===== src/rtl/bg_pkg.sv =====
// Shared colours, flash state encoding and default frame geometry for the
// background scene generator.
package bg_pkg;

  localparam int COORD_W = 11;

  localparam logic [7:0] COL_EDGE    = 8'b000_111_11;
  localparam logic [7:0] COL_BRACKET = 8'hFF;
  localparam logic [7:0] COL_SEA     = 8'b000_010_11;
  localparam logic [7:0] COL_FOAM    = 8'b011_111_11;
  localparam logic [7:0] COL_BG      = 8'h00;

  localparam int DEF_X_FRAME     = 635;
  localparam int DEF_Y_FRAME     = 475;
  localparam int DEF_BRACKET_OFS = 30;
  localparam int DEF_SEA_TOP_Y   = 445;

  typedef enum logic [1:0] {
    IDLE      = 2'd0,
    FLASH_ON  = 2'd1,
    FLASH_OFF = 2'd2
  } flash_state_t;

  function automatic logic [7:0] flash_color(input logic [7:0] c, input logic inv);
    return inv ? ~c : c;
  endfunction

endpackage


===== src/rtl/bg_scene_gen_if.sv =====
// Pixel-side bus between the VGA timing/game logic and the background generator.
interface bg_scene_gen_if;
  import bg_pkg::*;

  logic               startOfFrame;
  logic [COORD_W-1:0] pixelX;
  logic [COORD_W-1:0] pixelY;
  logic               seaRise;
  logic               seaClr;
  logic               flashReq;
  logic [7:0]         BG_RGB;
  logic               boardersDR;
  logic               seaDR;
  logic               flashBusy;

  modport master (
    output startOfFrame, pixelX, pixelY, seaRise, seaClr, flashReq,
    input  BG_RGB, boardersDR, seaDR, flashBusy
  );

  modport slave (
    input  startOfFrame, pixelX, pixelY, seaRise, seaClr, flashReq,
    output BG_RGB, boardersDR, seaDR, flashBusy
  );
endinterface


===== src/rtl/bg_frame_timer.sv =====
// Frame divider driving the wave phase: phase advances once every
// FRAMES_PER_STEP frames and wraps modulo WAVE_PERIOD.
module bg_frame_timer #(
  parameter  int FRAMES_PER_STEP = 4,
  parameter  int WAVE_PERIOD     = 16,
  localparam int PH_W            = $clog2(WAVE_PERIOD)
) (
  input  logic            clk,
  input  logic            resetN,
  input  logic            startOfFrame,
  output logic [PH_W-1:0] phase
);

  localparam int FC_W = (FRAMES_PER_STEP > 1) ? $clog2(FRAMES_PER_STEP) : 1;

  logic [FC_W-1:0] frame_cnt;

  // WAVE_PERIOD is a power of 2, so the natural wrap of phase is the modulo.
  always_ff @(posedge clk or negedge resetN) begin
    if (!resetN) begin
      frame_cnt <= '0;
      phase     <= '0;
    end else if (startOfFrame) begin
      if (frame_cnt == FC_W'(FRAMES_PER_STEP - 1)) begin
        frame_cnt <= '0;
        phase     <= phase + 1'b1;
      end else begin
        frame_cnt <= frame_cnt + 1'b1;
      end
    end
  end

endmodule


===== src/rtl/bg_scene_gen.sv =====
// Background generator: frame, bracket lines, rising sea with scrolling crest,
// and a frame-counted colour-inversion flash. Outputs are registered.
module bg_scene_gen
  import bg_pkg::*;
#(
  parameter int X_FRAME         = DEF_X_FRAME,
  parameter int Y_FRAME         = DEF_Y_FRAME,
  parameter int BRACKET_OFS     = DEF_BRACKET_OFS,
  parameter int SEA_TOP_Y       = DEF_SEA_TOP_Y,
  parameter int SEA_STEP        = 8,
  parameter int SEA_MAX_STEPS   = 4,
  parameter int WAVE_PERIOD     = 16,
  parameter int FRAMES_PER_STEP = 4,
  parameter int FLASH_HALF      = 8,
  parameter int FLASH_TOGGLES   = 6
) (
  input logic           clk,
  input logic           resetN,
  bg_scene_gen_if.slave bus
);

  localparam int PH_W   = $clog2(WAVE_PERIOD);
  localparam int RISE_W = (SEA_MAX_STEPS > 0) ? $clog2(SEA_MAX_STEPS + 1) : 1;
  localparam int HALF_W = (FLASH_HALF > 1) ? $clog2(FLASH_HALF) : 1;
  localparam int TOG_W  = (FLASH_TOGGLES > 0) ? $clog2(FLASH_TOGGLES + 1) : 1;

  if (SEA_TOP_Y - SEA_MAX_STEPS * SEA_STEP < 3) begin : g_bad_sea
    $error("bg_scene_gen: SEA_TOP_Y - SEA_MAX_STEPS*SEA_STEP must be >= 3");
  end
  if (WAVE_PERIOD < 4 || (WAVE_PERIOD & (WAVE_PERIOD - 1)) != 0) begin : g_bad_wave
    $error("bg_scene_gen: WAVE_PERIOD must be a power of 2 and >= 4");
  end

  function automatic logic [RISE_W-1:0] rise_sat_inc(input logic [RISE_W-1:0] r);
    return (r == RISE_W'(SEA_MAX_STEPS)) ? r : r + 1'b1;
  endfunction

  logic [PH_W-1:0]    phase;
  logic [RISE_W-1:0]  rise;
  logic               rise_pend, clr_pend, flash_pend;
  flash_state_t       state, state_d;
  logic [HALF_W-1:0]  half_cnt, half_cnt_d;
  logic [TOG_W-1:0]   tog_cnt, tog_cnt_d;

  bg_frame_timer #(
    .FRAMES_PER_STEP(FRAMES_PER_STEP),
    .WAVE_PERIOD    (WAVE_PERIOD)
  ) u_timer (
    .clk         (clk),
    .resetN      (resetN),
    .startOfFrame(bus.startOfFrame),
    .phase       (phase)
  );

  // Pulses landing on the startOfFrame cycle are folded in directly so they
  // take effect at that same edge.
  always_ff @(posedge clk or negedge resetN) begin
    if (!resetN) begin
      rise      <= '0;
      rise_pend <= 1'b0;
      clr_pend  <= 1'b0;
    end else if (bus.startOfFrame) begin
      if (clr_pend || bus.seaClr)
        rise <= '0;
      else if (rise_pend || bus.seaRise)
        rise <= rise_sat_inc(rise);
      rise_pend <= 1'b0;
      clr_pend  <= 1'b0;
    end else begin
      rise_pend <= rise_pend | bus.seaRise;
      clr_pend  <= clr_pend | bus.seaClr;
    end
  end

  always_ff @(posedge clk or negedge resetN) begin
    if (!resetN) begin
      state      <= IDLE;
      half_cnt   <= '0;
      tog_cnt    <= '0;
      flash_pend <= 1'b0;
    end else begin
      state    <= state_d;
      half_cnt <= half_cnt_d;
      tog_cnt  <= tog_cnt_d;
      if (bus.startOfFrame)
        flash_pend <= 1'b0;
      else
        flash_pend <= flash_pend | (bus.flashReq && state == IDLE);
    end
  end

  always_comb begin
    state_d    = state;
    half_cnt_d = half_cnt;
    tog_cnt_d  = tog_cnt;
    if (bus.startOfFrame) begin
      case (state)
        IDLE: begin
          if (flash_pend || bus.flashReq) begin
            state_d    = FLASH_ON;
            half_cnt_d = '0;
            tog_cnt_d  = '0;
          end
        end
        FLASH_ON, FLASH_OFF: begin
          if (half_cnt == HALF_W'(FLASH_HALF - 1)) begin
            half_cnt_d = '0;
            tog_cnt_d  = tog_cnt + 1'b1;
            if (tog_cnt == TOG_W'(FLASH_TOGGLES - 1))
              state_d = IDLE;
            else
              state_d = (state == FLASH_ON) ? FLASH_OFF : FLASH_ON;
          end else begin
            half_cnt_d = half_cnt + 1'b1;
          end
        end
        default: state_d = IDLE;
      endcase
    end
  end

  // ---- stage p0: classify the current pixel against the pre-update state ----
  logic [COORD_W-1:0] sea_top;
  logic [PH_W-1:0]    wave_pos;
  logic               crest_p0, on_edge_p0, on_bracket_p0;
  logic [7:0]         col_p0;
  logic               bdr_p0, sea_p0;

  assign sea_top  = COORD_W'(SEA_TOP_Y) - COORD_W'(rise) * COORD_W'(SEA_STEP);
  assign wave_pos = bus.pixelX[PH_W-1:0] + phase;
  assign crest_p0 = (wave_pos < PH_W'(WAVE_PERIOD / 2));

  assign on_edge_p0 = (bus.pixelX == '0) || (bus.pixelX == COORD_W'(X_FRAME)) ||
                      (bus.pixelY == '0) || (bus.pixelY == COORD_W'(Y_FRAME));
  assign on_bracket_p0 = (bus.pixelX == COORD_W'(BRACKET_OFS)) ||
                         (bus.pixelX == COORD_W'(X_FRAME - BRACKET_OFS)) ||
                         (bus.pixelY == COORD_W'(BRACKET_OFS)) ||
                         (bus.pixelY == COORD_W'(Y_FRAME - BRACKET_OFS));

  always_comb begin
    col_p0 = COL_BG;
    bdr_p0 = 1'b0;
    sea_p0 = 1'b0;
    if (on_edge_p0) begin
      col_p0 = COL_EDGE;
    end else if (on_bracket_p0) begin
      col_p0 = COL_BRACKET;
      bdr_p0 = 1'b1;
    end else if (bus.pixelY >= sea_top) begin
      col_p0 = COL_SEA;
      sea_p0 = 1'b1;
    end else if (crest_p0 && (bus.pixelY == sea_top - 1'b1 ||
                              bus.pixelY == sea_top - 2'd2)) begin
      col_p0 = COL_FOAM;
      sea_p0 = 1'b1;
    end
  end

  // ---- stage p1: registered outputs ----
  always_ff @(posedge clk or negedge resetN) begin
    if (!resetN) begin
      bus.BG_RGB     <= '0;
      bus.boardersDR <= 1'b0;
      bus.seaDR      <= 1'b0;
      bus.flashBusy  <= 1'b0;
    end else begin
      bus.BG_RGB     <= flash_color(col_p0, state == FLASH_ON);
      bus.boardersDR <= bdr_p0;
      bus.seaDR      <= sea_p0;
      bus.flashBusy  <= (state_d != IDLE);
    end
  end

endmodule

===== src/flat_wrapper.sv =====
// flat-port wrapper written by rule: the top's interface ports become plain ports
module bg_scene_gen_flat import bg_pkg::*;
#(
  parameter int X_FRAME         = DEF_X_FRAME,
  parameter int Y_FRAME         = DEF_Y_FRAME,
  parameter int BRACKET_OFS     = DEF_BRACKET_OFS,
  parameter int SEA_TOP_Y       = DEF_SEA_TOP_Y,
  parameter int SEA_STEP        = 8,
  parameter int SEA_MAX_STEPS   = 4,
  parameter int WAVE_PERIOD     = 16,
  parameter int FRAMES_PER_STEP = 4,
  parameter int FLASH_HALF      = 8,
  parameter int FLASH_TOGGLES   = 6
)
  (clk, resetN, bus_startOfFrame, bus_pixelX, bus_pixelY, bus_seaRise, bus_seaClr, bus_flashReq, bus_BG_RGB, bus_boardersDR, bus_seaDR, bus_flashBusy);
  bg_scene_gen_if bus_i ();
  input logic clk;
  input logic resetN;
  input wire logic [$bits(bus_i.startOfFrame)-1:0] bus_startOfFrame;
  input wire logic [$bits(bus_i.pixelX)-1:0] bus_pixelX;
  input wire logic [$bits(bus_i.pixelY)-1:0] bus_pixelY;
  input wire logic [$bits(bus_i.seaRise)-1:0] bus_seaRise;
  input wire logic [$bits(bus_i.seaClr)-1:0] bus_seaClr;
  input wire logic [$bits(bus_i.flashReq)-1:0] bus_flashReq;
  output wire logic [$bits(bus_i.BG_RGB)-1:0] bus_BG_RGB;
  output wire logic [$bits(bus_i.boardersDR)-1:0] bus_boardersDR;
  output wire logic [$bits(bus_i.seaDR)-1:0] bus_seaDR;
  output wire logic [$bits(bus_i.flashBusy)-1:0] bus_flashBusy;
  assign bus_i.startOfFrame = bus_startOfFrame;
  assign bus_i.pixelX = bus_pixelX;
  assign bus_i.pixelY = bus_pixelY;
  assign bus_i.seaRise = bus_seaRise;
  assign bus_i.seaClr = bus_seaClr;
  assign bus_i.flashReq = bus_flashReq;
  assign bus_BG_RGB = bus_i.BG_RGB;
  assign bus_boardersDR = bus_i.boardersDR;
  assign bus_seaDR = bus_i.seaDR;
  assign bus_flashBusy = bus_i.flashBusy;
  bg_scene_gen #(.X_FRAME(X_FRAME), .Y_FRAME(Y_FRAME), .BRACKET_OFS(BRACKET_OFS), .SEA_TOP_Y(SEA_TOP_Y), .SEA_STEP(SEA_STEP), .SEA_MAX_STEPS(SEA_MAX_STEPS), .WAVE_PERIOD(WAVE_PERIOD), .FRAMES_PER_STEP(FRAMES_PER_STEP), .FLASH_HALF(FLASH_HALF), .FLASH_TOGGLES(FLASH_TOGGLES)) u_core (.clk(clk), .resetN(resetN), .bus(bus_i));
endmodule

===== config.mk =====
export PLATFORM = sky130hd
export DESIGN_NAME = bg_scene_gen_flat
export DESIGN_NICKNAME = d
export VERILOG_FILES = /design/src/rtl/bg_pkg.sv /design/src/rtl/bg_scene_gen_if.sv /design/src/rtl/bg_frame_timer.sv /design/src/rtl/bg_scene_gen.sv /design/src/flat_wrapper.sv
export SDC_FILE = /design/constraint.sdc
export NUM_CORES = 1
export LEC_CHECK = 0
export BUFFER_PORTS_ARGS = -buffer_cell sky130_fd_sc_hd__buf_4
export CAP_MARGIN = 10
export CELL_PAD_IN_SITES_DETAIL_PLACEMENT = 1
export CELL_PAD_IN_SITES_GLOBAL_PLACEMENT = 2
export CORE_MARGIN = 1
export CORE_UTILIZATION = 32
export DETAILED_ROUTE_END_ITERATION = 8
export PLACE_DENSITY_LB_ADDON = 0.1
export RECOVER_POWER = 50
export SYNTH_ARGS = -nofsm -noshare
export SYNTH_HDL_FRONTEND = slang
export SYNTH_SLANG_ARGS = --single-unit

===== constraint.sdc =====
create_clock -name clk -period 2.7 [get_ports clk]
set_clock_uncertainty 0.2 [all_clocks]
set_input_delay 0.27 -clock clk [delete_from_list [all_inputs] [get_ports clk]]
set_output_delay 0.27 -clock clk [all_outputs]
set_load 0.03 [all_outputs]

**Word level (Yosys, flattened, before mapping)**

Index checks and enable logic that the tools add are counted.

- $add $sub $neg: 9
- Magnitude comparators: 2
- Reduce and logical (&&, ||, !) cells: 23
- Bitwise operators: 4
- Eq/ne operators: 17
- Muxes and demuxes: 29

Operators with widths:

| operator | number |
|---|---|
| 8-bit 2-to-1 mux | 4 |
| 11-bit by 10-bit equality test with 1-bit output (second input constant) | 2 |
| 11-bit equality test | 2 |
| 11-bit by 5-bit equality test with 1-bit output (second input constant) | 2 |
| 11-bit by 9-bit equality test with 1-bit output (second input constant) | 2 |
| 11-bit logical NOT | 2 |
| 3-bit 2-to-1 mux | 6 |
| 2-bit 2-to-1 mux | 6 |
| 3-bit case mux with 2 select lines | 2 |
| 11-bit >= comparator | 1 |
| 11-bit by 1-bit subtractor with 11-bit output (second input constant) | 1 |
| 11-bit by 2-bit subtractor with 11-bit output (second input constant) | 1 |
| 1-bit logical OR | 10 |
| 9-bit by 6-bit subtractor with 10-bit output (first input constant) | 1 |
| 3-bit by 1-bit adder with 3-bit output (second input constant) | 3 |
| 3-bit equality test (second input constant) | 3 |
| 1-bit 2-to-1 mux | 9 |
| 8-bit inverter | 1 |
| 7-bit 2-to-1 mux | 1 |
| 3-bit AND reduction | 2 |
| 2-bit nonzero test | 3 |
| 4-bit by 1-bit adder with 4-bit output (second input constant) | 1 |
| 4-bit adder | 1 |
| 2-bit equality test (second input constant) | 2 |
| 12 further kinds | 16 |

- Output and inout bits: 11
- Register bits: 31

**Logic depth before layout (Yosys ltp)**

Gate-level depths: netlist (run 1).

- Depth after elaboration: 11
- Depth in mapped cells: 8
- Mapped depth without buffers: 8

**Modules after synthesis**

From an unflattened synthesis (run 1), not the netlist that was laid out.

- Cell total of the unflattened synthesis: 168
- Area, all modules: 1672.9 sq um

Modules (own cells, without submodules):

| module | sequential area each (sq um) | cells an instance | times used | area each (sq um) |
|---|---|---|---|---|
| bg_scene_gen | 525.5 | 149 | 1 | 1406.3 |
| bg_frame_timer | 150.1 | 19 | 1 | 266.5 |

**Least setup slack after synthesis (run 1)**

OpenSTA, ideal clock, no wires.

- Path kind: input-to-reg
- From: input port bus_pixelX[7]
- To: register u_core.bus.BG_RGB[4]
- Path buffers: 0
- Stages: 6
- Arrival time: 1682 ps
- Library setup time: 79 ps
- Slack: 739 ps
- Cell sequence: or3_1 > or4b_1 > o32a_1 > and4b_4 > nand2_1 > xor2_1

- Word-level cells in the longest chain between the ends: 8

Ends and longest elaborated chain:

| item | line | source |
|---|---|---|
| from (decl) | flat_wrapper.sv:20 | `input wire logic [$bits(bus_i.pixelX)-1:0] bus_pixelX;` |
| 11-bit by 5-bit equality test with 1-bit output / 11-bit by 10-bit equality test with 1-bit output (equally long branches) | bg_scene_gen.sv:135, bg_scene_gen.sv:136 |  |
| 1-bit logical OR | bg_scene_gen.sv:135 | `assign on_bracket_p0 = (bus.pixelX == COORD_W'(BRACKET_OFS)) \|\|` |
| 1-bit logical OR | bg_scene_gen.sv:136 | `(bus.pixelX == COORD_W'(X_FRAME - BRACKET_OFS)) \|\|` |
| 1-bit logical OR | bg_scene_gen.sv:137 | `(bus.pixelY == COORD_W'(BRACKET_OFS)) \|\|` |
| 8-bit 2-to-1 mux | bg_scene_gen.sv:146 | `end else if (on_bracket_p0) begin` |
| 8-bit 2-to-1 mux (*) | bg_scene_gen.sv:144 | `if (on_edge_p0) begin` |
| 8-bit inverter | bg_pkg.sv:25 | `return inv ? ~c : c;` |
| 8-bit 2-to-1 mux (*) | bg_pkg.sv:25 |  |
| to (signal assigned) | bg_scene_gen.sv:167 | `bus.BG_RGB <= flash_color(col_p0, state == FLASH_ON);` |
| to (decl) | bg_scene_gen_if.sv:23 | `output BG_RGB, boardersDR, seaDR, flashBusy` |

Mark *: on every way between the ends. The rest lies on a longest branch, timed or not.
A chain may end at the register's enable or synchronous reset.

**Worst setup path after layout (run 1)**

- From: register u_core.state[0]
- To: register u_core.tog_cnt[2]

- Word-level cells in the longest chain between the ends: 4

Ends and longest elaborated chain:

| item | line | source |
|---|---|---|
| from (decl) | bg_scene_gen.sv:41 | `flash_state_t state, state_d;` |
| from (signal assigned) | bg_scene_gen.sv:82 | `state <= state_d;` |
| 2-bit equality test / 2-bit by 1-bit equality test with 1-bit output (equally long branches) | bg_scene_gen.sv:97 | `case (state)` |
| 2-bit OR reduction | bg_scene_gen.sv:97 |  |
| 2-bit by 1-bit != test with 1-bit output (no line) / 2-bit nonzero test (equally long branches) | n/a |  |
| 4-bit AND reduction (no line) | n/a |  |
| to (signal assigned) | bg_scene_gen.sv:84 | `tog_cnt <= tog_cnt_d;` |
| to (decl) | bg_scene_gen.sv:43 | `logic [TOG_W-1:0] tog_cnt, tog_cnt_d;` |

Parallel ways exist; a longest one is shown, timed or not.

==> metrics.yaml, run 1 <==
drt:
  ant_nets: 0
  drt_iter0_drc: 69
  drtPass1Iterations: 4
  num_vias: 1354
  drc: 0
  wl_per_cell_um: 13.0
  viasPerCell: 4.94
  finalWirelength_um: 3560
setup_path:
  worstSetupStartpointType: "flop"
  cp-end-kind: "flop"
  crit_start: "u_core.state[0]"
  r2r-start: "u_core.state[0]"
  r2r_setup_slack_ns: 0.47
  required_ns: 2.66
  crit_arrival_ns: 2.19
  crit_type: "reg -> reg"
  cp_max_fo: 8
timing:
  setup_tns_ns: 0
  rsz0062_at_grt: "false"
  worst_slew_pin_slew_ns: 1.46
  slew_headroom_pct: 2.38
  slew_viol_final: 0
  min_period_ns: 2.23
  fmax_mhz: 449
  fin_crit_sh_pct: 82.5
  finalSetupViolCount: 0
  finalHoldViolCount: 0
layout:
  drive_gt1_share_pct: 24.2
  nFillCells: 581
  finalNonFillerCells: 274
  area_delta_synth_final_pct: 23.3
  n_antenna_cell: 0
  fin_nets: 252
synth:
  synth_warnings: 0
  yosysSeqAreaShare_pct: 41.2
  yosys.area.top_type: "dfrtp_1"
  ys_seq_elements: 27
  avgSynthCellArea_um2: 9.66
  synth_edf_count: 0
  yosys_most_used_dff: "dfrtp_1"
  netlist_area_um2: 1640
  synth_cells: 170
  synth_cell_type_count: 36
  synth_top_area_share_pct: 41.2
  synth-async-reset-ratio_pct: 100
  syn_nets: 214
  synth_area_leaders: "dfrtp_1 (41%), ha_1 (12%), nand2_1 (4.6%)"
clock_network:
  post_cts_buffers: 0
  htreeDepth: 1
  cts_buffers: 3
  worstSkewPairLatency_ns: 0.26
  cts_tree: "yes"
  clk_pin_slew_ns: 0.09
  clockRootBuffer: "clkbuf_8"
  clockBufferDepth: 2
  cts_sinks: 27
hold_path:
  holdCritPathClass: "in -> reg"
  hp-start: "bus_seaRise"
placement:
  gp_congestion: 0.938
  dp_hpwl_um: 2940
  port-buffer-count: 38
  dp_cells: 269
power:
  peakVddDrop_uv: 377
  powerDensity_nw_per_um2: 821
  total_power_mw: 1.66
  p_leak_nw: 0.933
global_route:
  antenna_found_initial: 0
  grt_max_degree: 28
  grt_pass1_wl_um: 6030
  grt_usage_pct: 14.6
  globalRoute.totalOverflow: 0
  grt_pass1_vias: 1362
status:
  outcome: "finished, final reports clean"
floorplanning:
  start_util_pct: 34.1
  core_area_um2: 4820
  die-height_um: 73.6
  dieArea_um2: 5420
  io_pins: 39
  placementRows: 25
  die_w_um: 73.6
job:
  cap_violations: 0
[path summary, 6_finish.rpt]
check,to,cells past startpoint
min,u_core.rise_pend,3
max reg2reg,u_core.tog_cnt[2],8
max,u_core.tog_cnt[2],8
min reg2reg,u_core.rise_pend,2
min in group asynchronous,u_core.bus.BG_RGB[7],2
max in group asynchronous,u_core.tog_cnt[1],2
[layer usage]
metal / global-route usage, % / vias to the layer above / wire length (um)
met1: 16.9 / 658 / 1560
met4: 2.56 / 0 / 24
met2: 27.7 / 26 / 1860
met5: 0 / - / 0
li1: - / 668 / -
met3: 2.88 / 2 / 120
[kinds of logic (layout without fill, tap and decap cells)]
group	after synthesis	count (layout)	share of synthesized area (%)
buf+inv	12	49	3.66
xor+xnor	11	11	5.87
mux	6	6	3.96
simple gates	66	66	20.6
flops	27	27	41.2
compound gates	32	32	12.6
fa+ha+maj	16	16	12.2
[stage by stage]
stage          hold WS, ns  util [%]  setup slack, ns  cell area [um2]
6_report            0.0408      42.0            0.472             2020
5_1_grt             0.0762      42.0            0.336             2020
4_1_cts             0.0409      42.1            0.452             2030
3_5_place_dp       0.00750      41.0            0.472             1970
3_3_place_gp       0.00187      41.0            0.554             1970
2_1_floorplan       -0.226         -            0.739             1640
[sequential cells by signal, summed over array words and instances (netlist names)]
signal and count:
u_core.half_cnt 3, u_core.bus.flashBusy 1, u_core.u_timer.frame_cnt 2, u_core.tog_cnt 3
u_core.flash_pend 1, u_core.bus.boardersDR 1, u_core.rise_pend 1, u_core.bus.seaDR 1
u_core.clr_pend 1, u_core.u_timer.phase 4, u_core.rise 3, u_core.state 2
u_core.bus.BG_RGB 4
[cell usage in the layout, fill, tap and decap left out, drive strengths merged, types with 4 or more instances in the layout]
master / instances
nor2b: 5
xor2: 5
clkbuf: 5
a21oi: 9
nor2: 12
o21ai: 10
nor3: 4
xnor2: 6
nand3: 8
ha: 16
buf: 37
dfrtp: 27
nand2b: 4
inv: 6
mux2: 4
nand2: 20
[cells in the mapped netlist, types with 2 or more instances]
library cell  instances
clkbuf_1              2
nor2b_1               5
buf_4                 4
nor3_1                4
a22o_1                2
nand2_1              20
or3_1                 2
ha_1                 16
inv_1                 6
mux2i_1               2
dfrtp_1              27
nand3_1               8
a21boi_0              2
or2_2                 3
nor4_1                2
xor2_1                5
nor2_1               12
o21ai_0              10
a31o_2                2
a21oi_1               9
mux2_2                4
xnor2_1               6
nand2b_1              4
[worst max-delay path, stage by stage (launching register included)]
cell and delay (ns):
dfrtp_1 0.41, inv_1 0.07, ha_1 0.43, nor2b_1 0.26, a21oi_1 0.08, nand2_1 0.18
nor2_1 0.05, mux2_2 0.26, a22o_1 0.18
[power breakdown]
group	total, mW	switching, mW	leakage [nW]	internal, mW
Sequential	0.653	0.106	0.332	0.547
Combinational	0.788	0.441	0.578	0.347
Clock	0.222	0.117	0.0228	0.105
[timing repair]
item / in CTS / in global routing
hold buffers: 1 / 0
endpoints found under the hold margin: 27 / 0
resized for setup: 0 / 0
[final cells by class]
type / count / area [um2] / area share (%)
Clock buffer: 4 / 45.0 / 2.22
Tap cell: 67 / 83.8 / 4.14
Inverter: 6 / 22.5 / 1.11
Sequential cell: 27 / 676 / 33.4
Timing Repair Buffer: 39 / 292 / 14.4
Multi-Input combinational cell: 131 / 906 / 44.7
Note: power is estimated with default switching activity, not from simulation.
==> inputs of run 2 (changes only) <==
CORE_UTILIZATION = 29   (was 32)
clock period = 2 ns   (was 2.7 ns; I/O delays follow)
==> metrics.yaml, run 2 (same netlist as run 1, synthesis figures left out) <==
drt:
  num_vias: 1452  # +7.2%
  drtPass1Iterations: 4  # unchanged
  finalWirelength_um: 4220  # +18%
  viasPerCell: 4.94  # about the same
  ant_nets: 0  # unchanged
  drc: 0  # unchanged
  drt_iter0_drc: 51  # -26%
  wl_per_cell_um: 14.3  # +10%
floorplanning:
  core_area_um2: 5470  # +14%
  start_util_pct: 30.0  # -4.1 points
  die-height_um: 77.2  # +4.9%
  die_w_um: 77.2  # +4.9%
  dieArea_um2: 5970  # +10%
  placementRows: 27  # +8.0%
  io_pins: 39  # unchanged
timing:
  setup_tns_ns: 0  # unchanged
  worst_slew_pin_slew_ns: 0.718  # -0.746 ns
  fin_crit_sh_pct: 95.6  # +13 points
  finalHoldViolCount: 0  # unchanged
  slew_headroom_pct: 52.1  # +50 points
  slew_viol_final: 0  # unchanged
  min_period_ns: 1.91  # -0.317 ns
  fmax_mhz: 523  # +17%
  holdWs_ns: 0.0205  # -0.0203 ns
  finalSetupViolCount: 0  # unchanged
layout:
  finalNonFillerCells: 294  # +7.3%
  multi_input_area_um2: 986  # +8.8%
  fin_util_pct: 40.6  # -1.4 points
  n_antenna_cell: 0  # unchanged
  largestRegisters: "u_core.bus.BG_RGB (4), u_core.u_timer.phase (4)"
  layout_commonest_cell: "buf_4"
  seq_area_um2: 676  # unchanged
  drive_gt1_share_pct: 33.8  # +9.6 points
  fin_nets: 267  # +6.0%
  area_delta_synth_final_pct: 35.4
  final_cell_mix: "buf_4 (45), dfrtp_1 (27), nand2_1 (20), nor2_1 (12), ha_1 (12)"
  nFillCells: 655  # +13%
setup_path:
  cp-end-kind: "flop"
  required_ns: 2.00  # -0.66 ns
  worstPathCellList: "ha_1, a31o_2, a21oi_2, xnor2_2, nand3_2, a21oi_2, xor2_1"
  r2r_setup_slack_ns: 0.09  # -0.38 ns
  cp_max_fo: 2  # -6
  crit_type: "reg -> reg"
  r2r-end: "u_core.bus.BG_RGB[6]"
  cpMostUsedCell: "a21oi_2"
  slowest_delay_ns: 0.40  # -0.03 ns
  crit_arrival_ns: 1.91  # -0.28 ns
  cp_slowest_cell: "dfrtp_1"
  r2r-start: "u_core.u_timer.phase[1]"
  worstSetupStartpointType: "flop"
  r2r_cells: 7  # -1
global_route:
  globalRoute.totalOverflow: 0  # unchanged
  grt_pass1_vias: 1522  # +12%
  grt_usage_pct: 14.6  # -0.017 points
  antenna_found_initial: 0  # unchanged
  grt_max_degree: 28  # unchanged
  grt_pass1_wl_um: 6980  # +16%
placement:
  dp_cells: 284  # +5.6%
  port-buffer-count: 38  # unchanged
  dp_hpwl_um: 3320  # +13%
  gp_congestion: 0.859  # -8.4%
clock_network:
  htreeDepth: 1  # unchanged
  cts_tree: "yes"
  clockBufferDepth: 2  # unchanged
  cts_sinks: 27  # unchanged
  clockRootBuffer: "clkbuf_8"
  clk_pin_slew_ns: 0.09  # about the same
  worstSkewPairLatency_ns: 0.27  # about the same
  cts_buffers: 3  # unchanged
hold_path:
  hp-start: "bus_startOfFrame"
  holdCritPathClass: "in -> reg"
  min_to: "u_core.clr_pend"
  whs_path_depth: 2  # -1
power:
  p_leak_nw: 1.01  # +8.7%
  total_power_mw: 2.45  # +47%
  powerDensity_nw_per_um2: 1100  # +34%
  peakVddDrop_uv: 507  # +34%
status:
  outcome: "finished, final reports clean"
job:
  cap_violations: 0  # unchanged
## run 2: per-stage QoR
step / area [um2] / setup WS (ns)
after CTS: 2150 / 0.000135
after detailed placement: 2050 / -0.102
after global placement: 2050 / -0.0812
final: 2220 / 0.0890
after floorplan: 1640 / 0.0398
after global routing: 2220 / -0.0116
## run 2: where the power goes
part / switching (mW) / leakage (nW) / internal [mW] / total (mW)
Sequential: 0.133 / 0.332 / 0.738 / 0.872
Combinational: 0.676 / 0.657 / 0.593 / 1.27
Clock: 0.168 / 0.0255 / 0.139 / 0.307
## run 2: per-layer routing
layer | global-route usage, % | vias up | part of all wire (%)
li1 | - | 704 | -
met1 | 18.1 | 711 | 43
met2 | 25.6 | 33 | 52
met3 | 2.74 | 4 | 4.1
met4 | 3.77 | 0 | 0.78
met5 | 0 | - | 0
## run 2: timing repair
item	in CTS	in global routing
endpoints found under the setup margin	4	6
setup buffers	1	1
gates resized for setup	3	15
hold buffers	4	0
gates cloned	0	0
endpoints found under the hold margin	29	0
pin swaps	2	3
## run 2: layout make-up
class / count / share of cell area (%)
Inverter: 6 / 1.01
Sequential cell: 27 / 30.4
Multi-Input combinational cell: 131 / 44.4
Tap cell: 72 / 4.05
Clock inverter: 1 / 0.225
Clock buffer: 3 / 1.86
Timing Repair Buffer: 54 / 18.1
## run 2: worst max path at each step
stage	start	end	slack, ns	depth (start not counted)
after global placement	bus_pixelX[7]	u_core.bus.BG_RGB[4]	-0.08	7
after detailed placement	bus_pixelX[7]	u_core.bus.BG_RGB[4]	-0.10	7
final	u_core.u_timer.phase[1]	u_core.bus.BG_RGB[6]	0.09	7
after CTS	u_core.half_cnt[0]	u_core.tog_cnt[2]	0.0001	8
after global routing	u_core.u_timer.phase[1]	u_core.bus.BG_RGB[6]	-0.01	7
after floorplan	u_core.state[0]	u_core.tog_cnt[2]	0.04	8
## run 2: critical path, delay by kind of cell, from the launching register on
kind | cells | cell delay [ns]
fa+ha+maj | 1 | 0.27
flops | 1 | 0.40
compound gates | 3 | 0.54
simple gates | 1 | 0.13
xor+xnor | 2 | 0.32
